[src/rtl/sonic_echo_if.sv]
`default_nettype none
// ============================================================================
// Module   : sonic_echo_if
// Purpose  : Trig/echo bundle between sonic_top (master) and the emulator.
// Revision : 1.0  initial release
// ============================================================================
interface sonic_echo_if;
   logic       trig_i;
   logic [8:0] distance_cm_i;
   logic       echo_o;
   logic       busy_o;
   logic [7:0] trig_cnt_o;
   logic [7:0] bad_trig_cnt_o;

   modport master (
      output trig_i, distance_cm_i,
      input  echo_o, busy_o, trig_cnt_o, bad_trig_cnt_o
   );

   modport slave (
      input  trig_i, distance_cm_i,
      output echo_o, busy_o, trig_cnt_o, bad_trig_cnt_o
   );
endinterface
`default_nettype wire

[src/rtl/sonic_echo_emulator.sv]
`default_nettype none
// ============================================================================
// Module   : sonic_echo_emulator
// Purpose  : HC-SR04 responder; answers a valid trig with a distance-scaled
//            echo pulse. Define SONIC_EMU_STATS_EN to build trigger counters.
// Revision : 1.0  initial release
// ============================================================================
module sonic_echo_emulator #(
   parameter int MIN_TRIG_CYC = 1000,
   parameter int BURST_CYC    = 20000,
   parameter int CYC_PER_CM   = 5800,
   parameter int MIN_CM       = 2,
   parameter int MAX_CM       = 400,
   parameter int TIMEOUT_CYC  = 3800000,
   parameter int HOLDOFF_CYC  = 6000000
) (
   input  wire           clk,
   input  wire           rst,
   sonic_echo_if.slave   bus
);

   localparam int                HI_W       = $clog2(MIN_TRIG_CYC + 1);
   localparam logic [HI_W-1:0]   HI_MAX     = HI_W'(MIN_TRIG_CYC - 1);
   localparam logic [22:0]       BURST_LAST = 23'(BURST_CYC - 1);
   localparam logic [22:0]       HOLD_LAST  = 23'(HOLDOFF_CYC - 1);

   typedef enum logic [2:0] {
      S_IDLE    = 3'd0,
      S_ARMED   = 3'd1,
      S_TRIG_HI = 3'd2,
      S_BURST   = 3'd3,
      S_ECHO    = 3'd4,
      S_HOLDOFF = 3'd5
   } state_e;

   state_e          state_q, state_d;
   logic [1:0]      sync_q;
   logic            trig_dly_q;
   logic [1:0]      primed_q;
   logic [HI_W-1:0] hi_cnt_q, hi_cnt_d;
   logic [22:0]     cnt_q, cnt_d;
   logic [21:0]     width_q, width_d;
   logic            echo_q, echo_d;

   logic            trig_s;
   logic            trig_rise;
   logic            trig_fall;
   logic            hi_ok;
   logic [8:0]      dist_clamped;
   logic [21:0]     width_calc;
   logic [22:0]     echo_last;

   assign trig_s    = sync_q[1];
   assign trig_rise = trig_s & ~trig_dly_q;
   assign trig_fall = ~trig_s & trig_dly_q;
   // The rise cycle is the first high cycle, so the counter lags by one.
   assign hi_ok     = (hi_cnt_q >= HI_MAX);
   assign echo_last = {1'b0, width_q - 22'd1};

   always_ff @(posedge clk or posedge rst) begin
      if (rst) begin
         sync_q     <= 2'b00;
         trig_dly_q <= 1'b0;
         primed_q   <= 2'b00;
      end else begin
         sync_q     <= {sync_q[0], bus.trig_i};
         trig_dly_q <= trig_s;
         primed_q   <= {primed_q[0], 1'b1};
      end
   end

   always_comb begin
      dist_clamped = bus.distance_cm_i;
      width_calc   = 22'(TIMEOUT_CYC);
      if (bus.distance_cm_i <= 9'(MAX_CM)) begin
         if (bus.distance_cm_i < 9'(MIN_CM)) begin
            dist_clamped = 9'(MIN_CM);
         end
         width_calc = 22'(dist_clamped) * 22'(CYC_PER_CM);
      end
   end

   always_ff @(posedge clk or posedge rst) begin
      if (rst) begin
         state_q  <= S_IDLE;
         hi_cnt_q <= '0;
         cnt_q    <= '0;
         width_q  <= '0;
         echo_q   <= 1'b0;
      end else begin
         state_q  <= state_d;
         hi_cnt_q <= hi_cnt_d;
         cnt_q    <= cnt_d;
         width_q  <= width_d;
         echo_q   <= echo_d;
      end
   end

   always_comb begin
      state_d  = state_q;
      hi_cnt_d = hi_cnt_q;
      cnt_d    = cnt_q;
      width_d  = width_q;
      case (state_q)
         // Waiting for a settled low trig keeps a trig held through reset out.
         S_IDLE: begin
            if (primed_q[1] && !trig_s) begin
               state_d = S_ARMED;
            end
         end
         S_ARMED: begin
            if (trig_rise) begin
               state_d  = S_TRIG_HI;
               hi_cnt_d = '0;
            end
         end
         S_TRIG_HI: begin
            if (trig_fall) begin
               if (hi_ok) begin
                  state_d = S_BURST;
                  cnt_d   = '0;
                  width_d = width_calc;
               end else begin
                  state_d = S_ARMED;
               end
            end else if (hi_cnt_q != HI_MAX) begin
               hi_cnt_d = hi_cnt_q + 1'b1;
            end
         end
         S_BURST: begin
            if (cnt_q == BURST_LAST) begin
               state_d = S_ECHO;
               cnt_d   = '0;
            end else begin
               cnt_d = cnt_q + 23'd1;
            end
         end
         S_ECHO: begin
            if (cnt_q == echo_last) begin
               state_d = S_HOLDOFF;
               cnt_d   = '0;
            end else begin
               cnt_d = cnt_q + 23'd1;
            end
         end
         S_HOLDOFF: begin
            if (cnt_q == HOLD_LAST) begin
               state_d = S_IDLE;
               cnt_d   = '0;
            end else begin
               cnt_d = cnt_q + 23'd1;
            end
         end
         default: begin
            state_d = S_IDLE;
         end
      endcase
   end

   // Registered from the next state so echo tracks the ECHO state exactly.
   assign echo_d     = (state_d == S_ECHO);
   assign bus.echo_o = echo_q;
   assign bus.busy_o = (state_q == S_TRIG_HI) || (state_q == S_BURST) ||
                       (state_q == S_ECHO)    || (state_q == S_HOLDOFF);

`ifdef SONIC_EMU_STATS_EN
   logic [7:0] trig_cnt_q;
   logic [7:0] bad_cnt_q;
   logic       accept_evt;
   logic       bad_evt;

   assign accept_evt = (state_q == S_TRIG_HI) && trig_fall && hi_ok;
   assign bad_evt    = ((state_q == S_TRIG_HI) && trig_fall && !hi_ok) ||
                       (trig_rise && ((state_q == S_BURST) ||
                                      (state_q == S_ECHO)  ||
                                      (state_q == S_HOLDOFF)));

   always_ff @(posedge clk or posedge rst) begin
      if (rst) begin
         trig_cnt_q <= 8'd0;
         bad_cnt_q  <= 8'd0;
      end else begin
         if (accept_evt) begin
            trig_cnt_q <= trig_cnt_q + 8'd1;
         end
         if (bad_evt) begin
            bad_cnt_q <= bad_cnt_q + 8'd1;
         end
      end
   end

   assign bus.trig_cnt_o     = trig_cnt_q;
   assign bus.bad_trig_cnt_o = bad_cnt_q;
`else
   assign bus.trig_cnt_o     = 8'd0;
   assign bus.bad_trig_cnt_o = 8'd0;
`endif

endmodule
`default_nettype wire

[src/flat_wrapper.sv]
// flat-port wrapper written by rule: the top's interface ports become plain ports
module sonic_echo_emulator_flat 
#(
   parameter int MIN_TRIG_CYC = 1000,
   parameter int BURST_CYC    = 20000,
   parameter int CYC_PER_CM   = 5800,
   parameter int MIN_CM       = 2,
   parameter int MAX_CM       = 400,
   parameter int TIMEOUT_CYC  = 3800000,
   parameter int HOLDOFF_CYC  = 6000000
)
  (clk, rst, bus_trig_i, bus_distance_cm_i, bus_echo_o, bus_busy_o, bus_trig_cnt_o, bus_bad_trig_cnt_o);
  sonic_echo_if bus_i ();
  input  wire clk;
  input  wire rst;
  input wire logic [$bits(bus_i.trig_i)-1:0] bus_trig_i;
  input wire logic [$bits(bus_i.distance_cm_i)-1:0] bus_distance_cm_i;
  output wire logic [$bits(bus_i.echo_o)-1:0] bus_echo_o;
  output wire logic [$bits(bus_i.busy_o)-1:0] bus_busy_o;
  output wire logic [$bits(bus_i.trig_cnt_o)-1:0] bus_trig_cnt_o;
  output wire logic [$bits(bus_i.bad_trig_cnt_o)-1:0] bus_bad_trig_cnt_o;
  assign bus_i.trig_i = bus_trig_i;
  assign bus_i.distance_cm_i = bus_distance_cm_i;
  assign bus_echo_o = bus_i.echo_o;
  assign bus_busy_o = bus_i.busy_o;
  assign bus_trig_cnt_o = bus_i.trig_cnt_o;
  assign bus_bad_trig_cnt_o = bus_i.bad_trig_cnt_o;
  sonic_echo_emulator #(.MIN_TRIG_CYC(MIN_TRIG_CYC), .BURST_CYC(BURST_CYC), .CYC_PER_CM(CYC_PER_CM), .MIN_CM(MIN_CM), .MAX_CM(MAX_CM), .TIMEOUT_CYC(TIMEOUT_CYC), .HOLDOFF_CYC(HOLDOFF_CYC)) u_core (.clk(clk), .rst(rst), .bus(bus_i));
endmodule
[config.mk]
export PLATFORM = sky130hd
export DESIGN_NAME = sonic_echo_emulator_flat
export DESIGN_NICKNAME = d
export VERILOG_FILES = /design/src/rtl/sonic_echo_if.sv /design/src/rtl/sonic_echo_emulator.sv /design/src/flat_wrapper.sv
export SDC_FILE = /design/constraint.sdc
export NUM_CORES = 1
export LEC_CHECK = 0
export ABC_AREA = 1
export CORE_UTILIZATION = 59
export DETAILED_ROUTE_END_ITERATION = 8
export HOLD_SLACK_MARGIN = 0.08
export PLACE_DENSITY = 0.79
export RECOVER_POWER = 25
export SYNTH_ARGS = -nofsm -noshare
export SYNTH_HDL_FRONTEND = slang
export SYNTH_SLANG_ARGS = --single-unit
[constraint.sdc]
create_clock -name clk -period 2.25 [get_ports clk]
set_clock_uncertainty 0.05 [all_clocks]
set_input_delay 0.45 -clock clk [delete_from_list [all_inputs] [get_ports clk]]
set_output_delay 0.45 -clock clk [all_outputs]
set_load 0.01 [all_outputs]
==> results by group, run 1 <==
Yosys
  – Number of enable-type register cells in the synthesized netlist: 0
  – Area share of the largest cell type after synthesis: 26.3%
  – Mapped Area: 5810 um2
  – Leading register cell type out of synthesis: dfrtp_1
  – Cell type contributing the most total cell area after synthesis: dfrtp_1
  – Number of register bits inferred by synthesis: 61
  – Async set-or-reset flop fraction in the synthesized netlist: 100%
  – Number of distinct library cells after synthesis: 50
  – Yosys synthesis warning count: 0
  – Top post-synthesis cells by area: dfrtp_1, ha_1, nand2_1
  – Post-Syn Instances: 793
  – Avg Inst Size Synth: 7.33 um2
  – Share of the yosys chip area belonging to registers: 26.3%
  – Count leader, synth: nand2_1
  – Top cell types by occurrence after synthesis: nand2_1, inv_1, nor2_1

Status
  – Violated checks: negative setup slack
  – Outcome: finished with violations

STA
  – Total negative setup slack: -25.64 ns
  – Share of the clock period used by the worst path: 192%
  – Time the worst path needs with I/O delays and setup: 4.32 ns
  – Highest clock frequency the design can meet: 231 MHz
  – Slew margin rel.: 51.9%
  – Number of max-slew violations in the final report: 0
  – Final setup violation count: 37
  – Setup repair after global routing missed its margin: true
  – PnR worst setup slack: -2.07 ns
  – Transition at the pin with the smallest max-transition slack: 0.721 ns
  – Final Hold Violating Endpoints: 0

Worst setup path
  – Data arrival time of the critical path: 4.55 ns
  – Worst setup startpoint: bus_distance_cm_i[1]
  – Launch instance of the worst register-to-register path: u_core.width_q[4]$_DFFE_PP0P_
  – Worst Path Class, Setup: in -> reg
  – Slack of the worst reg-to-reg path: -0.12 ns
  – Required @ worst endpoint: 2.47 ns
  – R2R cell count: 16
  – CP startpoint kind: primary input
  – Reg-to-reg endpoint: u_core.cnt_q[16]$_DFFE_PP0P_
  – Peak fanout along the critical path: 8
  – Type of destination of the critical path: flop

Clock network
  – Count of hold-fix buffers inserted at cts: 0
  – Number of buffers on the longest clock path: 2
  – CTS Buf Count: 9
  – H-tree Lvls: 3
  – TritonCTS clock tree: yes
  – Clock transition at path regs: 0.08 ns
  – Root buffer cell: clkbuf_8
  – Count of clock tree sinks: 61
  – Clk_lat worst skew: 0.36 ns

Hold path
  – Min-Delay Startpoint: u_core.primed_q[0]$_DFF_PP0_
  – Class of the tightest hold or removal check: reg -> reg
  – Hold Path Depth: 0
  – Destination of the worst hold path: u_core.primed_q[1]$_DFF_PP0_

Pwr
  – Switching power as a share of total power: 44.8%
  – Clock power share: 15.8%
  – Internal power summed over all cells: 3.69 mW
  – Final Total Pwr: 6.68 mW
  – Switching component of the power: 3.00 mW
  – Max VDD drop: 636 uV
  – Power density of the placed cells: 852 nW/um2
  – Cell leakage power: 3.87 nW
  – Flop pwr share: 20.4%
  – Combinational share of power: 63.7%

Global route
  – Largest net degree at the start of global routing: 52
  – Residual overflow from global routing: 0
  – First-pass GRT wire length: 23.8 mm
  – GR Layer Usage met3: 4.49%
  – Overall track demand over capacity in global routing: 29.3%
  – Met1 track utilization from global routing: 37.1%
  – Antenna violations before repair: 0
  – Via count of the first global-routing pass: 5234
  – GRT met2 Usage: 50.8%
  – Busiest layer in global routing: met2

Layout
  – Share of cells above drive strength 1: 32.9%
  – Utilization after layout: 83.7%
  – Layout area overhead: 35.0%
  – Non-Filler Instances: 1031
  – Number of antenna cells inserted: 0
  – Filler cell count in the final layout: 532
  – Nets@finish: 985

Floorplan
  – Full die area: 10300 um2
  – Ports: 30
  – Starting density of the core: 62.0%
  – Horiz. Die Dim: 101 um
  – Std cell rows: 35
  – Core Region: 9370 um2
  – Vert. Die Dim: 101 um

Routing
  – ANT nets after route: 0
  – Iter 0 DRT Violations: 447
  – Total Routed Length: 17.6 mm
  – Ratio of routed vias to standard cells: 5.64
  – Average wire per standard cell: 17.1 um
  – Number of iterations in the first detailed-routing pass: 5
  – Detailed-route DRC error count: 0
  – Total via count in the routed design: 5813

Job
  – Max-capacitance violation count: 0

Place
  – Number of buffer cells added on primary ports: 13
  – Dpl cells: 986
  – Routability cong.: 0.934
  – Worst setup timing slack at the placement stage: -2.73 ns
  – Post-detail-place hpwl: 10.7 mm
layer usage:
layer  vias up  part of all wire, %
met5         -                    0
met4         0                  4.8
met3        93                  5.6
met2       263                   51
met1      2765                   39
li1       2692                    -
stage by stage:
step	hold slack (ns)	area, um2
floorplan	0.281	6060
global placement	0.286	6710
detailed placement	0.291	6710
CTS	0.286	7090
global route	0.322	7850
finish	0.308	7850
power by group through the flow:
stage	Combinational (mW)	Clock (mW)	Sequential, mW
floorplan	1.99	0	1.34
global placement	2.70	0	1.37
detailed placement	2.82	0	1.38
CTS	3.05	1.06	1.35
global route	4.54	1.11	1.38
finish	4.26	1.06	1.36
cell families after synthesis:
| kind of cell | Yosys count | share of synthesized area [%] |
|---|---|---|
| compound gates | 74 | 7.28 |
| xor+xnor | 41 | 6.18 |
| simple gates | 382 | 29.2 |
| other cells | 2 | 0.129 |
| flops | 61 | 26.3 |
| fa+ha+maj | 76 | 19.2 |
| buf+inv | 156 | 11.6 |
| mux | 1 | 0.194 |
critical path: stages:
cell and delay [ns]:
buf_6 0.09, or2_4 0.25, o31ai_4 0.24, nand2_2 0.10
clkinv_4 0.13, buf_4 0.15, nor2_4 0.06, buf_4 0.14
fa_1 0.50, fa_1 0.52, inv_1 0.08, fa_1 0.50
inv_2 0.05, ha_4 0.30, nand2_2 0.10, o21ai_4 0.19
nand2_2 0.11, nand3_2 0.12, a31oi_2 0.10, or2_4 0.24
a31oi_2 0.12
final cells by class:
type	instances	area [um2]	area share, %
clock buffers	10	138	1.75
clock inverters	6	70.1	0.893
inverters	120	465	5.93
multi-input cells	591	4500	57.3
flip-flops and latches	61	1530	19.5
well taps	129	161	2.06
repair buffers	114	988	12.6
sequential cells by signal, indices dropped and copies added (netlist names):
register	flops
u_core.state_q	3
u_core.trig_dly_q	1
u_core.cnt_q	23
u_core.width_q	19
u_core.hi_cnt_q	10
u_core.sync_q	2
u_core.primed_q	2
u_core.bus.echo_o	1
how the worst max path moves through the flow:
stage	cells past startpoint	to	slack, ns
after floorplan	19	u_core.width_q[21]$_DFFE_PP0P_	-2.02
after global placement	20	u_core.width_q[19]$_DFFE_PP0P_	-2.53
after detailed placement	24	u_core.width_q[21]$_DFFE_PP0P_	-2.73
after CTS	23	u_core.width_q[21]$_DFFE_PP0P_	-1.91
after global routing	21	u_core.width_q[21]$_DFFE_PP0P_	-2.18
final	21	u_core.width_q[21]$_DFFE_PP0P_	-2.07
layout by cell type (no fill, tap or decap), drive strengths merged, types with 2 or more instances in the layout:
cell type / instances
clkdlybuf4s50: 2
a21oi: 33
dlygate4sd3: 2
nand2: 180
o22ai: 3
dfrtp: 61
o211ai: 2
ha: 54
clkbuf: 14
nor4: 8
o21ai: 21
or2: 5
xor2: 24
nand4: 13
nor3: 23
inv: 121
o21bai: 3
nor2: 109
and2: 6
conb: 17
xnor2: 17
fa: 22
buf: 104
clkinvlp: 3
a31oi: 3
nand3: 34
what timing repair did:
item | 4_1_cts | 5_1_grt
setup buffers | 9 | 18
cloned | 0 | 3
endpoints found under the setup margin | 19 | 40
resized for setup | 63 | 144
pin swaps | 24 | 62
No activity file was read; power rests on OpenSTA's default activity.
==> inputs of run 2 (changes only) <==
CTS_CLUSTER_SIZE = 20   (was not set)
==> results of run 2 <==
Same layout as run 1: the final DEF is identical, and so are final timing and power.
==> inputs of run 3 (changes only) <==
PLACE_DENSITY = 0.87   (was 0.79)
SKIP_LAST_GASP = 1   (was not set)
==> run 3 against run 2 <==
Highest routed layer unchanged. Critical endpoint is now u_core.width_q[20]$_DFFE_PP0P_. The flow finishes with violations (max-capacitance violations, max-slew violations, negative setup slack). Cell count increased by 1.6%. Via count increased by 6.6%. Total power decreased by 0.59%. Hold slack lost 0.018 ns. Largest power group unchanged.
==> results by group, run 3 (synthesis gave the netlist of run 1 again) <==
Floorplan
  – Vert. Die Dim: 101 um
  – Std cell rows: 35
  – Core Region: 9370 um2
  – Horiz. Die Dim: 101 um
  – Full die area: 10300 um2
  – Starting density of the core: 62.0%
  – Ports: 30

Clock network
  – Number of buffers on the longest clock path: 2
  – Clk_lat worst skew: 0.36 ns
  – CTS Buf Count: 9
  – Root buffer cell: clkbuf_8
  – TritonCTS clock tree: yes
  – Count of clock tree sinks: 61
  – H-tree Lvls: 3
  – Clock transition at path regs: 0.08 ns

Layout
  – Utilization after layout: 84.9%
  – Top reg by flops: u_core.cnt_q
  – Commonest non-fill, non-tap cells in the layout: nand2_1, buf_4, inv_1
  – Largest registers in the final layout: u_core.cnt_q: 23 flops, u_core.width_q: 19 flops, u_core.hi_cnt_q: 10 flops
  – Share of cells above drive strength 1: 34.4%
  – Layout area overhead: 36.9%
  – Max reg flops: 23
  – Most frequent standard cell in the layout excluding fill and tap cells: nand2_1
  – Filler cell count in the final layout: 484
  – Number of antenna cells inserted: 0
  – Nets@finish: 1001

Global route
  – GR Layer Usage met3: 5.80%
  – Largest net degree at the start of global routing: 62
  – GRT met2 Usage: 61.9%
  – First-pass GRT wire length: 27.4 mm
  – Via count of the first global-routing pass: 5792
  – Antenna violations before repair: 0
  – Residual overflow from global routing: 0
  – Overall track demand over capacity in global routing: 34.8%
  – Busiest layer in global routing: met2
  – Met1 track utilization from global routing: 38.5%

STA
  – Share of the clock period used by the worst path: 200%
  – Number of max-slew violations in the final report: 62
  – PnR worst setup slack: -2.25 ns
  – Final setup violation count: 39
  – Slew margin rel.: -0.635%
  – Transition at the pin with the smallest max-transition slack: 1.51 ns
  – Time the worst path needs with I/O delays and setup: 4.50 ns
  – Setup repair after global routing missed its margin: true
  – Highest clock frequency the design can meet: 222 MHz
  – Final Hold Violating Endpoints: 0

Status
  – Outcome: finished with violations
  – Violated checks: max-capacitance violations, max-slew violations, negative setup slack

Place
  – Number of buffer cells added on primary ports: 13
  – Post-detail-place hpwl: 11.2 mm
  – Routability cong.: 0.982

Worst setup path
  – CP startpoint kind: primary input
  – Worst Path Class, Setup: in -> reg
  – Peak fanout along the critical path: 4
  – Data arrival time of the critical path: 4.70 ns
  – Type of destination of the critical path: flop
  – Required @ worst endpoint: 2.45 ns

Routing
  – Average wire per standard cell: 19.3 um
  – Number of iterations in the first detailed-routing pass: 7
  – Total via count in the routed design: 6195
  – Total Routed Length: 20.2 mm
  – Ratio of routed vias to standard cells: 5.92
  – Iter 0 DRT Violations: 522
  – Detailed-route DRC error count: 0
  – ANT nets after route: 0

Hold path
  – Class of the tightest hold or removal check: reg -> reg

Pwr
  – Cell leakage power: 3.97 nW
  – Max VDD drop: 574 uV
  – Power density of the placed cells: 835 nW/um2
  – Final Total Pwr: 6.64 mW

Job
  – Max-capacitance violation count: 1
run 3: cell type report:
| type | count | area (um2) | share of cell area [%] |
|---|---|---|---|
| clock inverter | 7 | 51.3 | 0.645 |
| multi-input combinational | 591 | 4480 | 56.3 |
| inverter | 120 | 465 | 5.85 |
| timing repair buffer | 130 | 1140 | 14.4 |
| sequential | 61 | 1530 | 19.2 |
| tap | 129 | 161 | 2.03 |
| clock buffer | 9 | 124 | 1.56 |
run 3: worst max-delay path, stage by stage:
cell	delay, ns
buf_6	0.10
nor2_4	0.11
nand2_2	0.07
o31ai_2	0.24
nand2_1	0.13
inv_4	0.11
buf_12	0.12
buf_6	0.10
nor2_4	0.04
ha_4	0.17
fa_1	0.52
fa_1	0.62
inv_1	0.09
fa_1	0.51
inv_2	0.06
ha_4	0.24
a21oi_2	0.24
o21ai_2	0.11
nand2_1	0.12
nand4_1	0.14
a21oi_1	0.17
o21ai_1	0.09
o21ai_0	0.09
inv_1	0.06
run 3: power by group:
group	internal, mW	leakage (nW)	switching, mW	total, mW
Clock	0.402	0.0856	0.503	0.905
Sequential	1.22	0.778	0.167	1.38
Combinational	1.90	3.11	2.45	4.35
Total	3.52	3.97	3.12	6.64
run 3: worst paths after layout:
path	from	slack, ns	to	cells past startpoint
max	bus_distance_cm_i[5]	-2.25	u_core.width_q[20]$_DFFE_PP0P_	24
min	u_core.primed_q[0]$_DFF_PP0_	0.29	u_core.primed_q[1]$_DFF_PP0_	0
max reg2reg	u_core.width_q[4]$_DFFE_PP0P_	-0.18	u_core.cnt_q[0]$_DFFE_PP0P_	17
min reg2reg	u_core.primed_q[0]$_DFF_PP0_	0.29	u_core.primed_q[1]$_DFF_PP0_	0
max in group asynchronous	rst	0.13	u_core.state_q[2]$_DFF_PP0_	3
min in group asynchronous	rst	1.01	u_core.hi_cnt_q[5]$_DFFE_PP0P_	3
run 3: through the flow:
stage	cells	instance area, um2	hold WS (ns)	worst slack (ns)	TNS, ns
2_1_floorplan	808	6060	0.281	-2.02	-23.47
3_3_place_gp	988	6710	0.285	-2.54	-33.57
3_5_place_dp	988	6710	0.285	-2.75	-35.57
4_1_cts	1030	7300	0.292	-1.97	-24.15
5_1_grt	1047	7950	0.296	-2.36	-36.68
6_report	1047	7950	0.290	-2.25	-30.12
run 3: timing repair:
item / CTS / global route
cloned: 0 / 3
gates resized for setup: 81 / 135
setup endpoints to repair: 38 / 45
buffers inserted: 26 / 17
hold buffers: 0 / 0
pin swaps: 38 / 60
run 3: metal layers:
metal  part of all wire [%]  up-vias
met4                    8.7        0
met1                     35     2865
li1                       -     2719
met2                     48      443
met3                    7.9      168
met5                      0        -
